$ cat config.mk
export PLATFORM = sky130hd
export DESIGN_NAME = if_stage
export DESIGN_NICKNAME = d
export VERILOG_FILES = /design/src/rtl/if_stage.sv
export SDC_FILE = /design/constraint.sdc
export NUM_CORES = 1
export LEC_CHECK = 0
export ABC_AREA = 1
export BUFFER_PORTS_ARGS = -buffer_cell sky130_fd_sc_hd__buf_2
export CAP_MARGIN = 20
export CORE_MARGIN = 2
export CORE_UTILIZATION = 45
export CTS_BUF_LIST = sky130_fd_sc_hd__clkbuf_8
export CTS_CLUSTER_DIAMETER = 50
export DETAILED_ROUTE_END_ITERATION = 8
export GPL_ROUTABILITY_DRIVEN = 0
export PLACE_DENSITY = 0.71
export SETUP_SLACK_MARGIN = 0.4
export SLEW_MARGIN = 30
export SYNTH_ARGS = -nofsm -noshare
export SYNTH_HDL_FRONTEND = slang
export SYNTH_SLANG_ARGS = --single-unit
$ cat constraint.sdc
create_clock -name clk -period 16.7 [get_ports clk]
set_input_delay 1.67 -clock clk [delete_from_list [all_inputs] [get_ports clk]]
set_output_delay 1.67 -clock clk [all_outputs]
set_load 0.01 [all_outputs]
$ cat src/rtl/if_stage.sv
// -----------------------------------------------------------------------------
// if_stage -- instruction fetch stage with a small circular instruction buffer.
//
// Issues word-aligned fetches to an instruction memory that always accepts and
// answers exactly one cycle later. Responses are written, together with their
// fetch pc, into a DEPTH-entry buffer. The buffer head is presented to decode.
// A redirect flushes the buffer, drops any in-flight response and restarts
// fetching at the redirect target.
//
// Parameters
//   RESET_PC  first fetch address after reset
//   DEPTH     instruction-buffer entries (3..8)
//
// Ports
//   clk             rising-edge clock
//   rst_n           asynchronous active-low reset
//   imem_req        fetch request this cycle
//   imem_addr       fetch address (always the current fetch pc)
//   imem_rdata      instruction returned one cycle after imem_req
//   redirect_valid  branch/jump redirect from downstream (highest priority)
//   redirect_pc     redirect target, low two bits ignored
//   if_valid        buffer head holds an instruction for decode
//   if_instr        head instruction
//   if_pc           head instruction address
//   id_ready        decode accepts the head when if_valid && id_ready
// -----------------------------------------------------------------------------
module if_stage #(
  parameter logic [31:0] RESET_PC = 32'h0000_0000,
  parameter int          DEPTH    = 3
) (
  input  logic        clk,
  input  logic        rst_n,
  output logic        imem_req,
  output logic [31:0] imem_addr,
  input  logic [31:0] imem_rdata,
  input  logic        redirect_valid,
  input  logic [31:0] redirect_pc,
  output logic        if_valid,
  output logic [31:0] if_instr,
  output logic [31:0] if_pc,
  input  logic        id_ready
);

  localparam int PW = (DEPTH > 1) ? $clog2(DEPTH) : 1;
  localparam int CW = $clog2(DEPTH + 1);
  localparam logic [CW:0]   DEPTH_W = (CW + 1)'(DEPTH);
  localparam logic [PW-1:0] LAST_W  = PW'(DEPTH - 1);

  function automatic logic [PW-1:0] ptr_inc(input logic [PW-1:0] p);
    if (p == LAST_W) return '0;
    return p + PW'(1);
  endfunction

  logic [31:0]   fetch_pc;
  logic [31:0]   redirect_target;
  logic [PW-1:0] rd_ptr;
  logic [PW-1:0] wr_ptr;
  logic [CW-1:0] count;
  logic          inflight_p1;
  logic [31:0]   tag_pc_p1;
  logic [31:0]   buf_pc    [DEPTH];
  logic [31:0]   buf_instr [DEPTH];

  logic          room;
  logic          issue;
  logic          push;
  logic          pop;
  logic          head_ok;

  // Masking keeps every redirect_pc bit in use while forcing word alignment.
  assign redirect_target = redirect_pc & 32'hFFFF_FFFC;

  // Outstanding slots include the response that will land next cycle, so the
  // buffer can never overflow when that response arrives.
  assign room    = ({1'b0, count} + {{CW{1'b0}}, inflight_p1}) < DEPTH_W;
  assign issue   = rst_n && !redirect_valid && room;
  assign push    = inflight_p1 && !redirect_valid;
  assign head_ok = (count != '0);
  assign pop     = if_valid && id_ready;

  assign imem_req  = issue;
  assign imem_addr = fetch_pc;
  assign if_valid  = head_ok && !redirect_valid;
  // Head is read only from registered storage; zero when the buffer is empty
  // (which includes the whole reset interval, since count resets to zero).
  assign if_instr  = head_ok ? buf_instr[rd_ptr] : '0;
  assign if_pc     = head_ok ? buf_pc[rd_ptr]    : '0;

  // Stage p0 -> p1: fetch pc, request tracking and buffer bookkeeping
  always_ff @(posedge clk or negedge rst_n) begin
    if (!rst_n) begin
      fetch_pc    <= RESET_PC;
      rd_ptr      <= '0;
      wr_ptr      <= '0;
      count       <= '0;
      inflight_p1 <= 1'b0;
    end else if (redirect_valid) begin
      fetch_pc    <= redirect_target;
      rd_ptr      <= '0;
      wr_ptr      <= '0;
      count       <= '0;
      inflight_p1 <= 1'b0;
    end else begin
      if (issue) fetch_pc <= fetch_pc + 32'd4;
      inflight_p1 <= issue;
      if (push) wr_ptr <= ptr_inc(wr_ptr);
      if (pop)  rd_ptr <= ptr_inc(rd_ptr);
      case ({push, pop})
        2'b10:   count <= count + CW'(1);
        2'b01:   count <= count - CW'(1);
        default: count <= count;
      endcase
    end
  end

  // Stage p1: capture issued pc, then write the returning response at the tail
  always_ff @(posedge clk) begin
    if (issue) tag_pc_p1 <= fetch_pc;
    if (push) begin
      buf_pc[wr_ptr]    <= tag_pc_p1;
      buf_instr[wr_ptr] <= imem_rdata;
    end
  end

endmodule

# Yosys cells after proc, flatten, opt, wreduce, memory -nomap -nowiden
# Memory sizes are Yosys's and may differ from the RTL's.
# Index checks and enable logic that the tools add are counted.
[op_classes]
n_mul = 0
n_lt_le_gt_ge = 1
bitwise_logic = 0
add_sub_neg = 6
n_shift = 0
eq_ne = 4
reduce_logical = 11
div_mod_pow = 0
muxes = 23
[op_table]
columns = ["cell", "n"]
rows = [
  ["$mux 32", 4],
  ["$add 32x3->32 const B", 1],
  ["$mux 2", 9],
  ["$mux 1", 9],
  ["$reduce_bool 2->1", 4],
  ["$add 2x1->2 const B", 3],
  ["$eq 2x2->1 const B", 3],
  ["$logic_and 1x1->1", 5],
  ["$pmux 2 s2", 1],
  ["$add 2x1->3", 1],
  ["$lt 3x2->1 const B", 1],
  ["$reduce_bool 3->1", 1],
  ["$eq 2x1->1 const B", 1],
  ["$sub 2x1->2 const B", 1],
  ["$logic_not 1->1", 1],
]
[totals]
romBits = 0
mem_count = 2
word_cells = 53
latch_bits = 0
ramBits = 192
regBits = 71
[mem_list]
columns = ["name", "words", "width", "read_ports", "rd_clocked_by_memory_dff", "write_ports", "line_no", "text"]
rows = [
  ["buf_instr", 3, 32, 1, 0, 1, "62", "logic [31:0] buf_instr [DEPTH];"],
  ["buf_pc", 3, 32, 1, 0, 1, "61", "logic [31:0] buf_pc [DEPTH];"],
]

# Depth between registers and ports, before layout
# Gate-level depths: netlist of run 1.
[depth]
ltp_word = 8
depth_mapped = 11
ltp_nobuf = 10

# Least setup slack after synthesis of run 1
# Ideal clock, no wire load.
[synth_path]
path_type = "input to register"
start = "input redirect_valid"
end = "memory buf_instr[2][0], enable pin"
t_arrival_ps = 6279
stages = 4
slack_ps = 9863
cell_sequence = "buf_2 -> inv_1 -> nand2_1 -> nor3_1"
[synth_between]
elab_chain_len = 4
[synth_lines]
columns = ["item", "line_no", "text"]
rows = [
  ["start: declaration", "36", "input logic redirect_valid,"],
  ["$logic_not 1->1", "77", "assign push = inflight_p1 && !redirect_valid;"],
  ["$logic_and 1x1->1", "77", ""],
  ["$mux 1", "119", "if (push) begin"],
  ["$mux 1 (implied by the code)", "121", "buf_instr[wr_ptr] <= imem_rdata;"],
  ["end: declaration", "62", ""],
]
# No other way between the ends.

# Final worst setup path of run 1
[layout_path]
start = "register rd_ptr[1]"
end = "output if_pc[15]"
[layout_between]
elab_chain_len = 2
[layout_lines]
columns = ["item", "line_no", "text"]
rows = [
  ["start: declaration", "56", "logic [PW-1:0] rd_ptr;"],
  ["start signal: assignment", "107", "if (pop) rd_ptr <= ptr_inc(rd_ptr);"],
  ["$mem_v2 3x32", "n/a", ""],
  ["$mux 32", "87", "assign if_pc = head_ok ? buf_pc[rd_ptr] : '0;"],
  ["end: declaration", "40", "output logic [31:0] if_pc,"],
]
# No other way between the ends.

==> results of run 1 <==
## per-stage QoR
| step | utilization | setup WS, ns | instances | cell area (um2) |
|---|---|---|---|---|
| 6_report | 0.531 | 11.87 | 1557 | 12800 |
| 5_1_grt | 0.531 | 11.56 | 1557 | 12800 |
| 4_1_cts | 0.531 | 11.81 | 1557 | 12800 |
| 3_5_place_dp | 0.499 | 12.21 | 1484 | 12000 |
| 3_3_place_gp | 0.499 | 12.22 | 1484 | 12000 |
| 2_1_floorplan | - | 9.86 | 1042 | 11000 |
## worst register-to-register path: stages (launching register included)
cell     delay, ns
dfrtp_1       0.43
ha_1          0.23
ha_1          0.27
nand2_1       0.06
nand3_1       0.12
nor2_4        0.17
buf_4         0.58
nor2_2        0.29
buf_4         0.29
nand2_1       0.09
nand2_1       0.07
inv_1         0.06
nand2_1       0.04
## cell families (layout without fill, tap and decap cells)
group                      count (synthesis)  count (layout)
xor gates and xnor gates                   7               7
and+or+nand+nor                          592             592
AOI/OAI and AO/OA                         22              22
buffers and inverters                    161             352
adders and majority gates                  3               3
other                                      1               4
DFF                                      253             253
## state kept, by name (all words and copies together), names as in the netlist
name / cells
buf_instr: 96
buf_pc: 90
imem_addr: 30
tag_pc_p1: 30
count: 2
rd_ptr: 2
wr_ptr: 2
inflight_p1: 1
## metal layers
metal	GRT usage	wire length, um
met1	0.242	10500
met2	0.315	11600
met3	0.0382	1420
met4	0.0610	570
met5	0	0
## how the worst min path moves through the flow
stage,from,to
finish,tag_pc_p1[7],buf_pc[2][7]
global route,tag_pc_p1[10],buf_pc[2][10]
CTS,tag_pc_p1[7],buf_pc[2][7]
detailed placement,tag_pc_p1[8],buf_pc[0][8]
global placement,tag_pc_p1[17],buf_pc[2][17]
floorplan,tag_pc_p1[10],buf_pc[0][10]
## power breakdown
part | internal (mW) | switching (mW)
clock | 0.276 | 0.229
combinational | 0.196 | 0.402
sequential | 0.751 | 0.0514
total | 1.22 | 0.683
## area by class of cell
cell class	instances	area, um2
Inverter	109	412
Clock inverter	32	213
Multi-Input combinational cell	628	2910
Timing Repair Buffer	170	878
Tap cell	324	405
Sequential cell	253	7410
Fill cell	2197	11300
Clock buffer	41	564
## synthesized netlist by cell type (2+ instances only)
cell type  instances
nand2_1          297
nand3_1          235
edfxtp_1         216
inv_1            106
dfrtp_1           37
nor2_1            36
clkbuf_1          21
buf_2             14
buf_1             11
o21bai_1           8
nor2_2             7
nor2_4             7
buf_4              6
o211ai_1           5
nand2_2            4
xnor2_1            4
ha_1               3
xor2_1             3
a22oi_1            2
and2_1             2
inv_2              2
nand2_4            2
o21ai_0            2
o22ai_1            2
==> flow_metrics.tcl, run 1 <==
set metrics [dict create \
    rsz0062_at_grt "no" \
    nNetsFinal 1273 \
    clkTransAtPathRegs_ns 0.06 \
    arrival_ns 3.16 \
    synth_compound_area_frac 0.0146 \
    grt_pass1_wl_um 38100 \
    rows 57 \
    ir_worst_vdd_mv 0.0710 \
    holdWs_ns 0.467 \
    clk_path_buf_depth 3 \
    ys_ff_latch 253 \
    clk_latency_ns 0.52 \
    slew_headroom 0.373 \
    critPathTopFamily "buffers and inverters" \
    async_flop_share 0.146 \
    clock-sinks 253 \
    hold_depth 0 \
    final_cell_mix "297 x nand2_1, 235 x nand3_1, 216 x edfxtp_1" \
    rr_startpoint "count[0]" \
    period_share 0.289 \
    synth_xor_area_frac 0.00560 \
    layout_commonest_cell "nand2_1" \
    synth_cells 1039 \
    yosysSeqAreaShare 0.677 \
    diodes 0 \
    synth-simple-area-share 0.239 \
    ys.flop_type "edfxtp_1" \
    cts_tree "yes" \
    fin_skew_ns 0.0162 \
    core-area_um2 24100 \
    grt_remaining_overflow 0 \
    max_freq_mhz 207 \
    synth_top_family_by_area "simple AND/OR/NAND/NOR gates" \
    avgSynthCellArea_um2 10.5 \
    grt_pass1_vias 7490 \
    rr_worst_depth 12 \
    antenna_found_initial 0 \
    power_density_nw_per_um2 149 \
    cts_hold_buf 0 \
    wl_per_cell_um 15.5 \
    ios 166 \
    post_synth_instance_area_um2 10900 \
    crit_slowest_cell "buf_4" \
    synth_fa_ha_area_frac 0.00343 \
    cp_data_required_time_ns 15.03 \
    setup_viol_count_final 0 \
    start_kind "register" \
    vias_per_cell 4.97 \
    vias 7738 \
    drc_errors 0 \
    yosys_warnings 0 \
    fin_crit_ns 4.83 \
    grt.total_usage 0.186 \
    synth_top_area_cell "edfxtp_1" \
    die_area_um2 25600 \
    htree_num_levels 2 \
    cp_num_cells 8 \
    die_h_um 160 \
    area_growth_syn_to_layout_pct 17.0 \
    ant_nets 0 \
    post_cts_buffers 0 \
    synth_edf_count 216 \
    critPathBufInv 5 \
    drive_gt1_frac 0.203 \
    muxShareOfSynthArea 0 \
    status "completed" \
    dp_hpwl_um 14100 \
    slowest_delay_ns 0.76 \
    p_total_mw 1.91 \
    yosys.cell_types.count 31 \
    p_leak_nw 5.56 \
    reg2reg_to "imem_addr[30]" \
    fin_setup_tns_ns 0 \
    drt_iter0_drc 546 \
    grt_max_degree 82 \
    cts_resized 0 \
    startpoint "rd_ptr[1]" \
    routed_wl_um 24100 \
    cp-endpoint "if_pc[15]" \
    end_kind "primary output" \
    die_w_um 160 \
    r2r_slack_ns 13.88 \
    cp_max_fo 81 \
    path_cells "buf_4 > inv_4 > buf_4 > nand3_1 > nand3_1 > nand2_1 > inv_1 > buf_2" \
    drv_slew 0 \
    initial_core_util 0.454 \
    cap_violations 0 \
    hp-class "reg -> reg" \
    cts_buffers 40 \
    port_buffers 159 \
    critical_path_class "reg -> out" \
    drt-pass1-iter-count 5 \
    synth_top_area_frac 0.593 \
    hold_violations 0 \
    timing_worst_slew_pin_value_ns 0.940 \
    synth_area_leaders "edfxtp_1 59%, nand3_1 11%, nand2_1 10%" \
    root_buffer "clkbuf_8" \
]
Power figures use the tool's default switching activity.
==> run 2, diff against run 1 <==
==> constraint.sdc (replaced) <==
create_clock -name clk -period 4.92 [get_ports clk]
set_input_delay 0.492 -clock clk [delete_from_list [all_inputs] [get_ports clk]]
set_output_delay 0.492 -clock clk [all_outputs]
set_load 0.01 [all_outputs]
==> run 2 against run 1 <==
Critical path depth down 1; flip-flop and latch count unchanged; final area about the same; global-route usage up 0.88 points; wire length up 3.4%; non-clock buffer count up 2; worst setup slack worse by 10 ns; first-iteration DRC count up 12%; via count up 2.2%.
==> flow_metrics.tcl, run 2 (synthesis results as in run 1) <==
set metrics [dict create \
    cts_tree "yes" \
    cts_buffers 42 \
    rr_worst_depth 8 \
    grt.busiest_layer "met2" \
    status "completed" \
    met3_usage 0.0395 \
    grt_pass1_vias 7662 \
    reg2reg_to "imem_addr[5]" \
    holdWs_ns 0.0334 \
    setup_viol_count_final 0 \
    die_w_um 160 \
    grt_max_degree 89 \
    arrival_ns 2.65 \
    routed_wl_um 24900 \
    timing_worst_slew_pin_value_ns 0.923 \
    fin_setup_tns_ns 0 \
    vias_per_cell 5.07 \
    ios 166 \
    cap_violations 0 \
    clock-sinks 253 \
    grt_use_met1 0.265 \
    cts_resized 0 \
    final_cell_mix "297 x nand2_1, 235 x nand3_1, 216 x edfxtp_1" \
    initial_core_util 0.454 \
    clkTransAtPathRegs_ns 0.06 \
    startpoint "rd_ptr[1]" \
    power_density_nw_per_um2 501 \
    port_buffers 159 \
    p_total_mw 6.41 \
    r2r_slack_ns 2.34 \
    use_met2 0.323 \
    clk_path_buf_depth 3 \
    grt_remaining_overflow 0 \
    ir_worst_vdd_mv 0.327 \
    wl_per_cell_um 16.0 \
    cp-endpoint "if_instr[0]" \
    core-area_um2 24100 \
    rr_startpoint "count[0]" \
    antenna_found_initial 0 \
    fin_crit_ns 3.14 \
    drv_slew 0 \
    ant_nets 0 \
    cp_max_fo 88 \
    fin_util 0.531 \
    hp-class "in -> async" \
    layout_commonest_cell "nand2_1" \
    htree_num_levels 2 \
    vias 7907 \
    die_h_um 160 \
    cts_hold_buf 0 \
    fin_skew_ns 0.0135 \
    drive_gt1_frac 0.206 \
    period_share 0.639 \
    max_freq_mhz 318 \
    slew_headroom 0.385 \
    grt.total_usage 0.195 \
    root_buffer "clkbuf_8" \
    drc_errors 0 \
    clk_latency_ns 0.52 \
    area_growth_syn_to_layout_pct 17.1 \
    cp_data_required_time_ns 4.43 \
    grt_pass1_wl_um 39600 \
    nNetsFinal 1277 \
    post_cts_buffers 0 \
    reg_top3 "buf_instr x96, buf_pc x90" \
    drt_iter0_drc 610 \
    rsz0062_at_grt "no" \
    nFillCells 2167 \
    hold_violations 0 \
    drt-pass1-iter-count 6 \
    start_kind "register" \
    largest-register "buf_instr" \
    dp_hpwl_um 14800 \
    p_leak_nw 5.57 \
    largest_register_ffs 96 \
    critical_path_class "reg -> out" \
    end_kind "primary output" \
    die_area_um2 25600 \
    diodes 0 \
    rows 57 \
]
[run 2: cell types whose count changed in the layout (fill, tap and decap cells not counted)]
cell	before	now
clkinv_2	5	8
bufinv_16	3	1
clkbuf_8	41	43
clkinv_1	13	11
buf_12	0	1
buf_4	11	12
inv_1	115	116
inv_2	2	1
nor3_2	1	0
nor3_4	0	1
[run 2: per-layer routing]
metal,vias up,part of all wire
met3,43,0.073
met4,0,0.019
li1,3820,-
met2,314,0.48
met1,3730,0.43
met5,-,0
[run 2: final cells by class]
cell class | instances | area [um2] | area share
Sequential cell | 253 | 7410 | 0.579
Inverter | 109 | 413 | 0.0322
Clock inverter | 31 | 159 | 0.0124
Clock buffer | 43 | 592 | 0.0462
Tap cell | 324 | 405 | 0.0316
Timing Repair Buffer | 172 | 906 | 0.0707
Multi-Input combinational cell | 628 | 2920 | 0.228
[run 2: how the worst min path moves through the flow]
| stage | startpoint | end | slack (ns) | cells past startpoint |
|---|---|---|---|---|
| after detailed placement | tag_pc_p1[9] | buf_pc[2][9] | 0.46 | 0 |
| after CTS | rst_n | imem_addr[7] | 0.03 | 2 |
| after global routing | rst_n | imem_addr[12] | 0.06 | 2 |
| final | rst_n | imem_addr[14] | 0.03 | 2 |
| after floorplan | rst_n | count[0] | 0.20 | 0 |
| after global placement | tag_pc_p1[10] | buf_pc[2][10] | 0.44 | 0 |
[run 2: where the power goes]
part	switching [mW]	internal [mW]
Sequential	0.182	2.55
Clock	0.782	0.865
Combinational	1.37	0.669
[run 2: metrics by stage]
stage | worst slack [ns] | area [um2] | std cells
finish | 1.78 | 12800 | 1560
global route | 1.54 | 12800 | 1560
CTS | 1.77 | 12800 | 1560
detailed placement | 2.13 | 12100 | 1486
global placement | 2.18 | 12100 | 1486
floorplan | 0.925 | 11000 | 1042
[run 2: critical path: stages, from the launching register on]
cell	delay, ns
dfrtp_2	0.42
inv_4	0.63
buf_4	0.50
nand3_1	0.12
nand3_1	0.12
nand2_1	0.06
inv_1	0.09
buf_2	0.13
==> run 3, diff against run 2 <==
==> constraint.sdc (replaced) <==
create_clock -name clk -period 3.2 [get_ports clk]
set_input_delay 0.32 -clock clk [delete_from_list [all_inputs] [get_ports clk]]
set_output_delay 0.32 -clock clk [all_outputs]
set_load 0.01 [all_outputs]
==> run 3 against run 2 <==
Register-to-register slack worse by 1.3 ns; worst setup slack got worse by 1.2 ns; critical endpoint is now imem_req; clock power grew 64%; utilization is 2.2 points higher; non-clock buffer count up 45; critical path type unchanged; via count is 1.9% higher.
==> flow_metrics.tcl, run 3 (synthesis results as in run 1) <==
set metrics [dict create \
    status "completed" \
    p_comb_frac 0.318 \
    cts_buffers 43 \
    htree_num_levels 2 \
    vias_per_cell 5.02 \
    ant_nets 0 \
    arrival_ns 2.29 \
    clock-sinks 253 \
    power.switching_mw 3.58 \
    fin_skew_ns 0.0144 \
    drt-pass1-iter-count 5 \
    vias 8059 \
    rr_startpoint "count[0]" \
    hold_violations 0 \
    drc_errors 0 \
    wl_per_cell_um 15.7 \
    dp_slack_ns 1.10 \
    setup_viol_count_final 0 \
    reg_top3 "buf_instr x96, buf_pc x90" \
    critical_path_class "reg -> out" \
    ios 166 \
    largest-register "buf_instr" \
    critPathBufInv 2 \
    clk_path_buf_depth 3 \
    initial_core_util 0.454 \
    root_buffer "clkbuf_8" \
    setup_ws_ns 0.592 \
    die_area_um2 25600 \
    grt_max_degree 64 \
    pwr-share-seq 0.415 \
    diodes 0 \
    end_kind "primary output" \
    placed_area_um2 12100 \
    startpoint "count[0]" \
    max_freq_mhz 383 \
    die_h_um 160 \
    nFillCells 2067 \
    stdcell_area_um2 13300 \
    slowest_delay_ns 0.43 \
    grt_pass1_wl_um 40500 \
    post_cts_buffers 0 \
    port_buffers 159 \
    grt_pass1_vias 7956 \
    pwr-share-clk 0.267 \
    timing_worst_slew_pin_value_ns 0.779 \
    p_sw_frac 0.354 \
    layout_commonest_cell "nand2_1" \
    cp_max_fo 57 \
    drt_iter0_drc 579 \
    clk_latency_ns 0.52 \
    ir_worst_vdd_mv 0.443 \
    rows 57 \
    start_kind "register" \
    cts_tree "yes" \
    rsz0062_at_grt "no" \
    p_leak_nw 5.81 \
    fin_crit_ns 2.61 \
    largest_register_ffs 96 \
    drv_slew 0 \
    antenna_found_initial 0 \
    cp-endpoint "imem_req" \
    final_cell_mix "297 x nand2_1, 235 x nand3_1, 216 x edfxtp_1" \
    path_cells "ha_1 > ha_1 > nand2_1 > nand3_1 > nor2_4 > buf_12 > buf_2" \
    crit_top_cell "ha_1" \
    cp_data_required_time_ns 2.88 \
    power_density_nw_per_um2 758 \
    critPathTopFamily "buffers and inverters" \
    clkTransAtPathRegs_ns 0.06 \
    area_growth_syn_to_layout_pct 21.9 \
    dp_hpwl_um 15300 \
    period_share 0.815 \
    cp_num_cells 7 \
    grt.total_usage 0.198 \
    p_int_mw 6.53 \
    crit_slowest_cell "dfrtp_1" \
    reg2reg_to "imem_addr[30]" \
    grt_remaining_overflow 0 \
    r2r_slack_ns 1.08 \
    cap_violations 0 \
    routed_wl_um 25200 \
    slew_headroom 0.481 \
    die_w_um 160 \
    core-area_um2 24100 \
    fin_setup_tns_ns 0 \
    rr_worst_depth 11 \
    nNetsFinal 1323 \
    hp-class "in -> reg" \
    drive_gt1_frac 0.199 \
]
==> run 3: cell count changes in the layout (fill, tap and decap cells not counted), sizes merged <==
cell         before  now
buf             172  175
bufinv            1    2
clkbuf           43   47
clkinv           19   10
clkinvlp          2    1
dlygate4sd3       0   42
inv             118  122
==> run 3: final cells by class <==
class / count / area [um2] / share of cell area
inverters: 109 / 414 / 0.0310
clock inverters: 26 / 155 / 0.0116
multi-input cells: 628 / 2920 / 0.219
well taps: 324 / 405 / 0.0304
clock buffers: 47 / 647 / 0.0485
repair buffers: 217 / 1390 / 0.104
flip-flops and latches: 253 / 7410 / 0.556
==> run 3: power groups by stage <==
stage	combinational (mW)	clock (mW)	sequential, mW
floorplan	2.01	0	4.19
global placement	3.15	0	4.24
detailed placement	3.20	0	4.26
CTS	3.25	2.76	4.19
global route	3.61	2.93	4.23
finish	3.21	2.70	4.20
==> run 3: per-layer routing <==
| layer | part of all wire | track usage |
|---|---|---|
| met3 | 0.068 | 0.0408 |
| met2 | 0.49 | 0.337 |
| met4 | 0.016 | 0.0569 |
| met1 | 0.42 | 0.258 |
| met5 | 0 | 0 |
==> run 3: worst reg2reg max path, stage by stage (launching register included) <==
cell and delay (ns):
dfrtp_1 0.43, ha_1 0.22, ha_1 0.27, nand2_1 0.05, nand3_1 0.12, nor2_4 0.06, nor2_2 0.30, buf_4 0.36
nand2_1 0.09, nand2_1 0.07, inv_1 0.04, nand2_1 0.06
==> run 3: how the worst min path moves through the flow <==
stage	startpoint	to	slack (ns)	depth (start not counted)
after detailed placement	tag_pc_p1[3]	buf_pc[2][3]	0.45	0
final	redirect_pc[6]	imem_addr[6]	0.03	3
after floorplan	rst_n	count[0]	0.02	0
after global placement	tag_pc_p1[19]	buf_pc[2][19]	0.44	0
after CTS	redirect_pc[6]	imem_addr[6]	0.0003	3
after global routing	redirect_pc[5]	imem_addr[5]	0.02	3
==> run 3: stage by stage <==
step | utilization | hold slack [ns] | cells | power, mW
3_3_place_gp | 0.503 | 0.441 | 1489 | 7.39
4_1_cts | 0.553 | 0.000334 | 1604 | 10.2
3_5_place_dp | 0.503 | 0.455 | 1489 | 7.46
5_1_grt | 0.554 | 0.0165 | 1604 | 10.8
6_report | 0.554 | 0.0284 | 1604 | 10.1
2_1_floorplan | - | 0.0244 | 1042 | 6.20
==> run 3: what timing repair did <==
item	CTS	global route
setup endpoints to repair	0	1
resized for setup	0	1
endpoints found under the hold margin	142	0
hold buffers	42	0
